$ cat config.mk
export PLATFORM = sky130hd
export DESIGN_NAME = ws2812_frame_ctrl_flat
export DESIGN_NICKNAME = d
export VERILOG_FILES = /design/src/rtl/ws2812_frame_ctrl_if.sv /design/src/rtl/ws2812_frame_ctrl.sv /design/src/flat_wrapper.sv
export SDC_FILE = /design/constraint.sdc
export NUM_CORES = 1
export LEC_CHECK = 0
export CAP_MARGIN = 0
export CORE_ASPECT_RATIO = 1.4
export CORE_MARGIN = 5
export CORE_UTILIZATION = 56
export DETAILED_ROUTE_END_ITERATION = 12
export PLACE_DENSITY = 0.76
export SLEW_MARGIN = 20
export SYNTH_ARGS = -nofsm -noshare
export SYNTH_HDL_FRONTEND = slang
export SYNTH_SLANG_ARGS = --single-unit
export TNS_END_PERCENT = 20
$ cat constraint.sdc
create_clock -name sys_clk -period 2.7 [get_ports sys_clk]
set_clock_uncertainty 0.2 [all_clocks]
set_input_delay 0.54 -clock sys_clk [delete_from_list [all_inputs] [get_ports sys_clk]]
set_output_delay 0.54 -clock sys_clk [all_outputs]
set_load 0.02 [all_outputs]
$ cat src/rtl/ws2812_frame_ctrl_if.sv
// Signal bundle between the WS2812 frame controller (master) and the host /
// pixel-data side (slave).
interface ws2812_frame_ctrl_if;
  logic       frame_start;
  logic       bit_in;
  logic [6:0] cnt_pixel;
  logic [4:0] cnt_bit;
  logic       dout;
  logic       busy;
  logic       frame_done;

  modport master (
    input  frame_start, bit_in,
    output cnt_pixel, cnt_bit, dout, busy, frame_done
  );

  modport slave (
    output frame_start, bit_in,
    input  cnt_pixel, cnt_bit, dout, busy, frame_done
  );
endinterface

$ cat src/rtl/ws2812_frame_ctrl.sv
// WS2812 frame serialiser: IDLE -> SEND (PIXELS x 24 bits) -> LATCH gap.
// Define WS2812_AUTO_REFRESH_EN to restart SEND after every latch gap.
module ws2812_frame_ctrl #(
  parameter int T_BIT  = 60,
  parameter int T0H    = 15,
  parameter int T1H    = 45,
  parameter int T_RST  = 14000,
  parameter int PIXELS = 64
) (
  input  logic                 sys_clk,
  input  logic                 sys_rst_n,
  ws2812_frame_ctrl_if.master  bus
);

  localparam int CYC_MAX = (T_BIT > T_RST) ? T_BIT : T_RST;
  localparam int CYC_W   = (CYC_MAX > 1) ? $clog2(CYC_MAX) : 1;

  localparam logic [CYC_W-1:0] BIT_LAST = CYC_W'(T_BIT - 1);
  localparam logic [CYC_W-1:0] RST_LAST = CYC_W'(T_RST - 1);
  localparam logic [CYC_W-1:0] T0H_C    = CYC_W'(T0H);
  localparam logic [CYC_W-1:0] T1H_C    = CYC_W'(T1H);
  localparam logic [CYC_W-1:0] CYC_ONE  = CYC_W'(1);
  localparam logic [6:0]       PIX_LAST = 7'(PIXELS - 1);

  typedef enum logic [1:0] {
    IDLE  = 2'd0,
    SEND  = 2'd1,
    LATCH = 2'd2
  } state_t;

  state_t           state_q, state_d;
  logic [CYC_W-1:0] cnt_cyc_q, cnt_cyc_d;
  logic [6:0]       cnt_pixel_q, cnt_pixel_d;
  logic [4:0]       cnt_bit_q, cnt_bit_d;
  logic             dout_q, dout_d;

  always_ff @(posedge sys_clk or negedge sys_rst_n) begin
    if (!sys_rst_n) begin
      state_q     <= IDLE;
      cnt_cyc_q   <= '0;
      cnt_pixel_q <= '0;
      cnt_bit_q   <= '0;
      dout_q      <= 1'b0;
    end else begin
      state_q     <= state_d;
      cnt_cyc_q   <= cnt_cyc_d;
      cnt_pixel_q <= cnt_pixel_d;
      cnt_bit_q   <= cnt_bit_d;
      dout_q      <= dout_d;
    end
  end

  always_comb begin
    state_d     = state_q;
    cnt_cyc_d   = cnt_cyc_q;
    cnt_pixel_d = cnt_pixel_q;
    cnt_bit_d   = cnt_bit_q;
    dout_d      = 1'b0;

    unique case (state_q)
      IDLE: begin
        if (bus.frame_start) begin
          state_d     = SEND;
          cnt_cyc_d   = '0;
          cnt_pixel_d = '0;
          cnt_bit_d   = '0;
        end
      end

      SEND: begin
        // pixel/bit indices stay put for the whole bit, so bit_in is stable here
        dout_d = (cnt_cyc_q < (bus.bit_in ? T1H_C : T0H_C));
        if (cnt_cyc_q == BIT_LAST) begin
          cnt_cyc_d = '0;
          if (cnt_bit_q == 5'd23) begin
            cnt_bit_d = '0;
            if (cnt_pixel_q == PIX_LAST) begin
              cnt_pixel_d = '0;
              state_d     = LATCH;
            end else begin
              cnt_pixel_d = cnt_pixel_q + 7'd1;
            end
          end else begin
            cnt_bit_d = cnt_bit_q + 5'd1;
          end
        end else begin
          cnt_cyc_d = cnt_cyc_q + CYC_ONE;
        end
      end

      LATCH: begin
        if (cnt_cyc_q == RST_LAST) begin
          cnt_cyc_d = '0;
`ifdef WS2812_AUTO_REFRESH_EN
          state_d   = SEND;
`else
          state_d   = IDLE;
`endif
        end else begin
          cnt_cyc_d = cnt_cyc_q + CYC_ONE;
        end
      end

      default: begin
        state_d   = IDLE;
        cnt_cyc_d = '0;
      end
    endcase
  end

  // frame_done marks the last latch cycle itself, while busy is still high
  assign bus.frame_done = (state_q == LATCH) && (cnt_cyc_q == RST_LAST);
  assign bus.busy       = (state_q != IDLE);
  assign bus.dout       = dout_q;
  assign bus.cnt_pixel  = cnt_pixel_q;
  assign bus.cnt_bit    = cnt_bit_q;

endmodule

$ cat src/flat_wrapper.sv
// flat-port wrapper written by rule: the top's interface ports become plain ports
module ws2812_frame_ctrl_flat 
#(
  parameter int T_BIT  = 60,
  parameter int T0H    = 15,
  parameter int T1H    = 45,
  parameter int T_RST  = 14000,
  parameter int PIXELS = 64
)
  (sys_clk, sys_rst_n, bus_frame_start, bus_bit_in, bus_cnt_pixel, bus_cnt_bit, bus_dout, bus_busy, bus_frame_done);
  ws2812_frame_ctrl_if bus_i ();
  input  logic sys_clk;
  input  logic sys_rst_n;
  input wire logic [$bits(bus_i.frame_start)-1:0] bus_frame_start;
  input wire logic [$bits(bus_i.bit_in)-1:0] bus_bit_in;
  output wire logic [$bits(bus_i.cnt_pixel)-1:0] bus_cnt_pixel;
  output wire logic [$bits(bus_i.cnt_bit)-1:0] bus_cnt_bit;
  output wire logic [$bits(bus_i.dout)-1:0] bus_dout;
  output wire logic [$bits(bus_i.busy)-1:0] bus_busy;
  output wire logic [$bits(bus_i.frame_done)-1:0] bus_frame_done;
  assign bus_i.frame_start = bus_frame_start;
  assign bus_i.bit_in = bus_bit_in;
  assign bus_cnt_pixel = bus_i.cnt_pixel;
  assign bus_cnt_bit = bus_i.cnt_bit;
  assign bus_dout = bus_i.dout;
  assign bus_busy = bus_i.busy;
  assign bus_frame_done = bus_i.frame_done;
  ws2812_frame_ctrl #(.T_BIT(T_BIT), .T0H(T0H), .T1H(T1H), .T_RST(T_RST), .PIXELS(PIXELS)) u_core (.sys_clk(sys_clk), .sys_rst_n(sys_rst_n), .bus(bus_i));
endmodule
==> summary.md, run 1 <==
| Metric | Value |
|---|---|
| Status | finished clean |
| Setup TNS | 0 ns |
| GP Congestion | 0.848 |
| Leakage | 0.000935 uW |
| Starting Density | 0.592 |
| Count of different cell masters after synthesis | 43 |
| Crit path launch type | flip-flop |
| Nets | 221 |
| Clock Latency Late Sink | 0.28 ns |
| Buffers added on ports | 18 |
| DRT iter0 DRCs | 36 |
| Post-synthesis cell count | 183 |
| Syn_nets | 195 |
| Pwr dens | 568 mW/mm2 |
| Die X | 56.9 um |
| Crit path DAT | 1.69 ns |
| Hold slack | 0.357 ns |
| Post-CTS Hold Buffers | 0 |
| Min Clock Period, post-route | 2.43 ns |
| Critical Path Sink Type | output port |
| Placement Cell Area | 0.00196 mm2 |
| Share of async-settable or async-resettable flops after synthesis | 1.00 |
| Final ANT Viol Nets | 0 |
| Required time worst endpoint | 1.96 ns |
| CTS buffer count | 5 |
| Max IR drop VDD | 519 uV |
| RSZ-0062 raised after global routing | false |
| Design area | 0.00207 mm2 |
| Row count | 23 |
| Multi-input gate area | 931 um2 |
| TritonCTS clock tree | built |
| Final worst-path cycle share | 0.899 |
| Total global-route track usage | 0.199 |
| CTS root buf | clkbuf_8 |
| H-tree Lvls | 2 |
| DRC Markers | 0 |
| MaxCap Viol Count | 0 |
| Overflow after GRT | 0 |
| Initial DRT Pass Iterations | 4 |
| Sequential area share after synthesis | 0.422 |
| Final hold vios | 0 |
| P&R area growth vs syn | 20.0% |
| Largest net degree at the start of global routing | 30 |
| Slew @ Worst Pin | 0.473 ns |
| Clk sinks | 29 |
| Layout cell share with drive strength beyond 1 | 0.110 |
| Full die area | 0.00430 mm2 |
| Final setup fails | 0 |
| Critical-path maximum fanout | 3 |
| First-pass GRT wire length | 6540 um |
| Die height | 75.6 um |
| CTS clk-pin slew, worst paths | 0.06 ns |
| WS Path Type | flip-flop to output port |
| Core Area | 0.00291 mm2 |
| Average size of a mapped cell | 9.41 um2 |
| Worst Hold Class | flip-flop to flip-flop |
| Wire length per cell | 15.1 um |
| Vias | 1,421 |
| Vias in the first global route | 1,459 |
| Drt via density | 5.75 |
| ANT cells | 0 |
| Post-CTS Setup Inserts | 0 |
| Routed wire length | 3720 um |
| DP Wirelength | 2830 um |
| Ys flop type | dfrtp_1 |
| Warnings, synthesis | 0 |
| Post-Syn Area | 0.00172 mm2 |
| Final max-slew violation count | 0 |
| Clk buf depth | 2 |
| Initial antenna violation count | 0 |
| F_max | 412 MHz |
| Power, Total | 1170 uW |
| EDFF count, synth | 0 |
| I/O Pins | 19 |
| Synth Register Bits | 29 |
| Sequential Area | 726 um2 |
| FILL cells | 221 |
| Slew headroom | 0.677 |
[cell usage in the layout, fill, tap and decap left out, drive strengths merged, types with 5 or more instances in the layout]
cell type and n:
dfrtp 29, nor2 22, nand2 18, clkdlybuf4s50 17, nand3 11, o21ai 9
inv 9, xnor2 8, ha 8, clkbuf 7, nor3 6, buf 6
and3 5, a21oi 5
[power by group]
| group | leakage [uW] | switching [uW] | internal (uW) |
|---|---|---|---|
| logic | 0.000510 | 114 | 110 |
| clock network | 0.0000542 | 164 | 230 |
| registers | 0.000371 | 74.0 | 482 |
[state kept, by name, summed over array words and instances (netlist names)]
name	cells
u_core.bus.cnt_pixel	7
u_core.bus.dout	1
u_core.bus.cnt_bit	5
u_core.cnt_cyc_q	14
u_core.state_q	2
[per-stage QoR]
stage | std cells | setup WS [ns] | utilization
final | 247 | 0.274 | 0.711
after global routing | 247 | 0.211 | 0.711
after CTS | 247 | 0.00974 | 0.710
after detailed placement | 239 | 0.322 | 0.675
after global placement | 239 | 0.336 | 0.675
after floorplan | 183 | 0.568 | -
[critical path, stage by stage (launching register included)]
cell and delay, ns:
dfrtp_1 0.38, inv_1 0.08, ha_1 0.23, inv_1 0.10, clkdlybuf4s50_1 0.61
[Yosys cell counts, types with 3 or more instances]
library cell	n	share of area
dfrtp_1	29	0.42
xor2_1	3	0.015
nand2b_1	3	0.011
inv_1	8	0.017
o21ai_0	9	0.026
nor3_1	6	0.017
xnor2_1	8	0.041
nand3_1	11	0.032
and3_1	5	0.018
ha_1	8	0.058
a21o_1	3	0.013
nor2b_1	4	0.015
nand2_1	18	0.039
a21oi_1	5	0.015
nand4_1	4	0.015
mux2i_1	3	0.017
nor2_1	22	0.048
[repair_timing]
item	CTS	global route
gates resized for setup	0	1
hold endpoints to repair	0	0
endpoints found under the setup margin	0	1
[logic make-up after synthesis]
family / count (synthesis) / share of synthesized area
xor+xnor: 11 / 0.0560
mux: 4 / 0.0240
fa+ha+maj: 8 / 0.0581
simple gates: 87 / 0.280
buf+inv: 14 / 0.0378
compound gates: 30 / 0.123
flops: 29 / 0.422
[area by class of cell]
cell class | count | share of cell area
Clock inverter | 1 | 0.00242
Inverter | 9 | 0.0164
Multi-Input combinational cell | 140 | 0.451
Sequential cell | 29 | 0.351
Tap cell | 37 | 0.0224
Clock buffer | 7 | 0.0466
Timing Repair Buffer | 24 | 0.110
[per-layer routing]
| metal | vias up | wire length (um) | GRT usage |
|---|---|---|---|
| met5 | - | 0 | 0 |
| met4 | 0 | 97 | 0.111 |
| li1 | 697 | - | - |
| met2 | 30 | 1960 | 0.374 |
| met3 | 9 | 96 | 0.0424 |
| met1 | 685 | 1560 | 0.206 |
[worst paths after layout]
check,to,depth (start not counted),from,slack [ns]
max in group asynchronous,u_core.cnt_cyc_q[9],2,sys_rst_n,1.58
max,bus_busy,4,u_core.state_q[0],0.27
min in group asynchronous,u_core.cnt_cyc_q[4],2,sys_rst_n,0.44
min,u_core.bus.cnt_bit[1],2,u_core.bus.cnt_bit[1],0.36
min reg2reg,u_core.bus.cnt_bit[1],2,u_core.bus.cnt_bit[1],0.36
max reg2reg,u_core.cnt_cyc_q[8],6,u_core.cnt_cyc_q[6],0.34
Power figures use the tool's default switching activity.
==> inputs of run 2 (changes only) <==
Settings changed: PLACE_DENSITY 0.76 to 0.79.
==> summary.md, run 2 (same netlist as run 1, synthesis figures left out) <==
| Metric | Value |
|---|---|
| Setup TNS | 0 ns (unchanged) |
| Worst Hold Class | flip-flop to flip-flop (unchanged) |
| H-tree Lvls | 2 (unchanged) |
| CTS clk-pin slew, worst paths | 0.06 ns (about the same) |
| Clock share of power | 0.298 (was 0.336) |
| Switch share | 0.304 (was 0.300) |
| Core Area | 0.00291 mm2 (unchanged) |
| Largest net degree at the start of global routing | 30 (unchanged) |
| Hold path cells | 1 (was 2) |
| Crit path DAT | 1.71 ns (was 1.69 ns) |
| Final non-filler cell total | 247 (unchanged) |
| Buffers added on ports | 18 (unchanged) |
| Vias in the first global route | 1,518 (was 1,459) |
| Final Core Density | 0.702 (was 0.711) |
| MaxCap Viol Count | 0 (unchanged) |
| Status | finished clean (unchanged) |
| Sequential Area | 726 um2 (unchanged) |
| WS Path Type | flip-flop to output port (unchanged) |
| Final ANT Viol Nets | 0 (unchanged) |
| Flop pwr share | 0.498 (was 0.473) |
| DRT iter0 DRCs | 45 (was 36) |
| Final setup fails | 0 (unchanged) |
| Routed wire length | 3740 um (was 3720 um) |
| Hold endpoint | u_core.bus.cnt_pixel[6] (was u_core.bus.cnt_bit[1]) |
| Starting Density | 0.592 (unchanged) |
| NetSw | 339 uW (was 352 uW) |
| Final worst-path cycle share | 0.908 (was 0.899) |
| Wire length per cell | 15.1 um (about the same) |
| RR Endpoint | u_core.cnt_cyc_q[2] (was u_core.cnt_cyc_q[8]) |
| Placed cell count | 239 (unchanged) |
| Clock Latency Late Sink | 0.27 ns (was 0.28 ns) |
| Clk buf depth | 2 (unchanged) |
| Critical R2R Launch | u_core.cnt_cyc_q[6] (unchanged) |
| Most frequent cells in the layout | 29 x dfrtp_1, 22 x nor2_1, 18 x nand2_1 (unchanged) |
| RSZ-0062 raised after global routing | false (unchanged) |
| Total global-route track usage | 0.199 (about the same) |
| Largest register FFs | 14 (unchanged) |
| First-pass GRT wire length | 6580 um (was 6540 um) |
| DRC Markers | 0 (unchanged) |
| Biggest register | u_core.cnt_cyc_q (unchanged) |
| Initial antenna violation count | 0 (unchanged) |
| Die X | 56.9 um (unchanged) |
| Setup slack, reg-to-reg | 0.38 ns (was 0.34 ns) |
| Hold_sp | u_core.bus.cnt_pixel[6] (was u_core.bus.cnt_bit[1]) |
| Clk sinks | 29 (unchanged) |
| P&R area growth vs syn | 18.5% (was 20.0%) |
| R2R cell count | 6 (unchanged) |
| Min Clock Period, post-route | 2.45 ns (was 2.43 ns) |
| Combinational fraction of design power | 0.204 (was 0.191) |
| GP Congestion | 0.823 (was 0.848) |
| Crit path launch type | flip-flop (unchanged) |
| Slew headroom | 0.705 (was 0.677) |
| Initial DRT Pass Iterations | 4 (unchanged) |
| Multi-input gate area | 931 um2 (unchanged) |
| CTS buffer count | 5 (unchanged) |
| Nets | 221 (unchanged) |
| Required time worst endpoint | 1.96 ns (about the same) |
| Final max-slew violation count | 0 (unchanged) |
| Critical-path maximum fanout | 3 (unchanged) |
| Critical Path Sink Type | output port (unchanged) |
| Layout cell share with drive strength beyond 1 | 0.0952 (was 0.110) |
| Vias | 1,445 (was 1,421) |
| FILL cells | 232 (was 221) |
| Max IR drop VDD | 341 uV (was 519 uV) |
| Full die area | 0.00430 mm2 (unchanged) |
| ANT cells | 0 (unchanged) |
| Slew @ Worst Pin | 0.441 ns (was 0.473 ns) |
| Commonest non-fill, non-tap cell in the layout | dfrtp_1 (unchanged) |
| I/O Pins | 19 (unchanged) |
| CTS root buf | clkbuf_8 (unchanged) |
| Final hold vios | 0 (unchanged) |
| Leakage | 0.000907 uW (was 0.000935 uW) |
| Row count | 23 (unchanged) |
| Die height | 75.6 um (unchanged) |
| Overflow after GRT | 0 (unchanged) |
| Int Power | 775 uW (was 822 uW) |
| DP Wirelength | 2840 um (was 2830 um) |
| TritonCTS clock tree | built (unchanged) |
| Drt via density | 5.85 (was 5.75) |
| F_max | 408 MHz (was 412 MHz) |
| Pwr dens | 546 mW/mm2 (was 568 mW/mm2) |
run 2: critical path: stages (launching register included):
cell and delay (ns):
dfrtp_1 0.38, inv_1 0.09, ha_1 0.24, inv_1 0.11, clkdlybuf4s50_1 0.62
run 2: final cells by class:
cell class,instances,share of cell area
Sequential cell,29,0.356
Clock buffer,8,0.0392
Inverter,9,0.0166
Timing Repair Buffer,24,0.110
Tap cell,37,0.0227
Multi-Input combinational cell,140,0.456
run 2: power groups by stage:
| stage | clock [uW] | sequential, uW | combinational, uW |
|---|---|---|---|
| final | 331 | 555 | 227 |
| after global routing | 368 | 563 | 258 |
| after CTS | 346 | 553 | 229 |
| after detailed placement | 0 | 561 | 228 |
| after global placement | 0 | 559 | 217 |
| after floorplan | 0 | 529 | 183 |
run 2: worst max-delay path by stage:
stage,from,endpoint,slack [ns],cells past startpoint
global placement,u_core.cnt_cyc_q[6],bus_frame_done,0.34,4
global route,u_core.state_q[0],bus_busy,0.18,4
finish,u_core.state_q[0],bus_busy,0.25,4
CTS,u_core.state_q[0],bus_busy,0.23,4
floorplan,u_core.cnt_cyc_q[6],u_core.cnt_cyc_q[10],0.57,6
detailed placement,bus_frame_start,u_core.bus.cnt_pixel[3],0.27,5
run 2: routing by layer:
metal | track usage | vias to the layer above | wire length [um]
met3 | 0.0525 | 8 | 150
met1 | 0.207 | 702 | 1470
met2 | 0.371 | 36 | 2040
li1 | - | 699 | -
met4 | 0.103 | 0 | 76
met5 | 0 | - | 0
run 2: timing repair:
item                                    4_1_cts  5_1_grt
setup buffers                                 0        0
resized for setup                             1        0
endpoints found under the setup margin        1        0
hold buffers                                  0        0
run 2: metrics by stage:
| stage | power (uW) | instance area, um2 | hold slack, ns | worst slack (ns) |
|---|---|---|---|---|
| after global placement | 777 | 1960 | 0.327 | 0.338 |
| final | 1110 | 2040 | 0.354 | 0.248 |
| after global routing | 1190 | 2040 | 0.379 | 0.184 |
| after floorplan | 711 | 1720 | 0.0444 | 0.568 |
| after detailed placement | 789 | 1960 | 0.342 | 0.274 |
| after CTS | 1130 | 2040 | 0.360 | 0.227 |
==> inputs of run 3 (changes only) <==
Settings changed: ABC_CLOCK_PERIOD_IN_PS set to 2700.
==> results of run 3 <==
Final layout, timing and power as in run 2 (identical DEF).
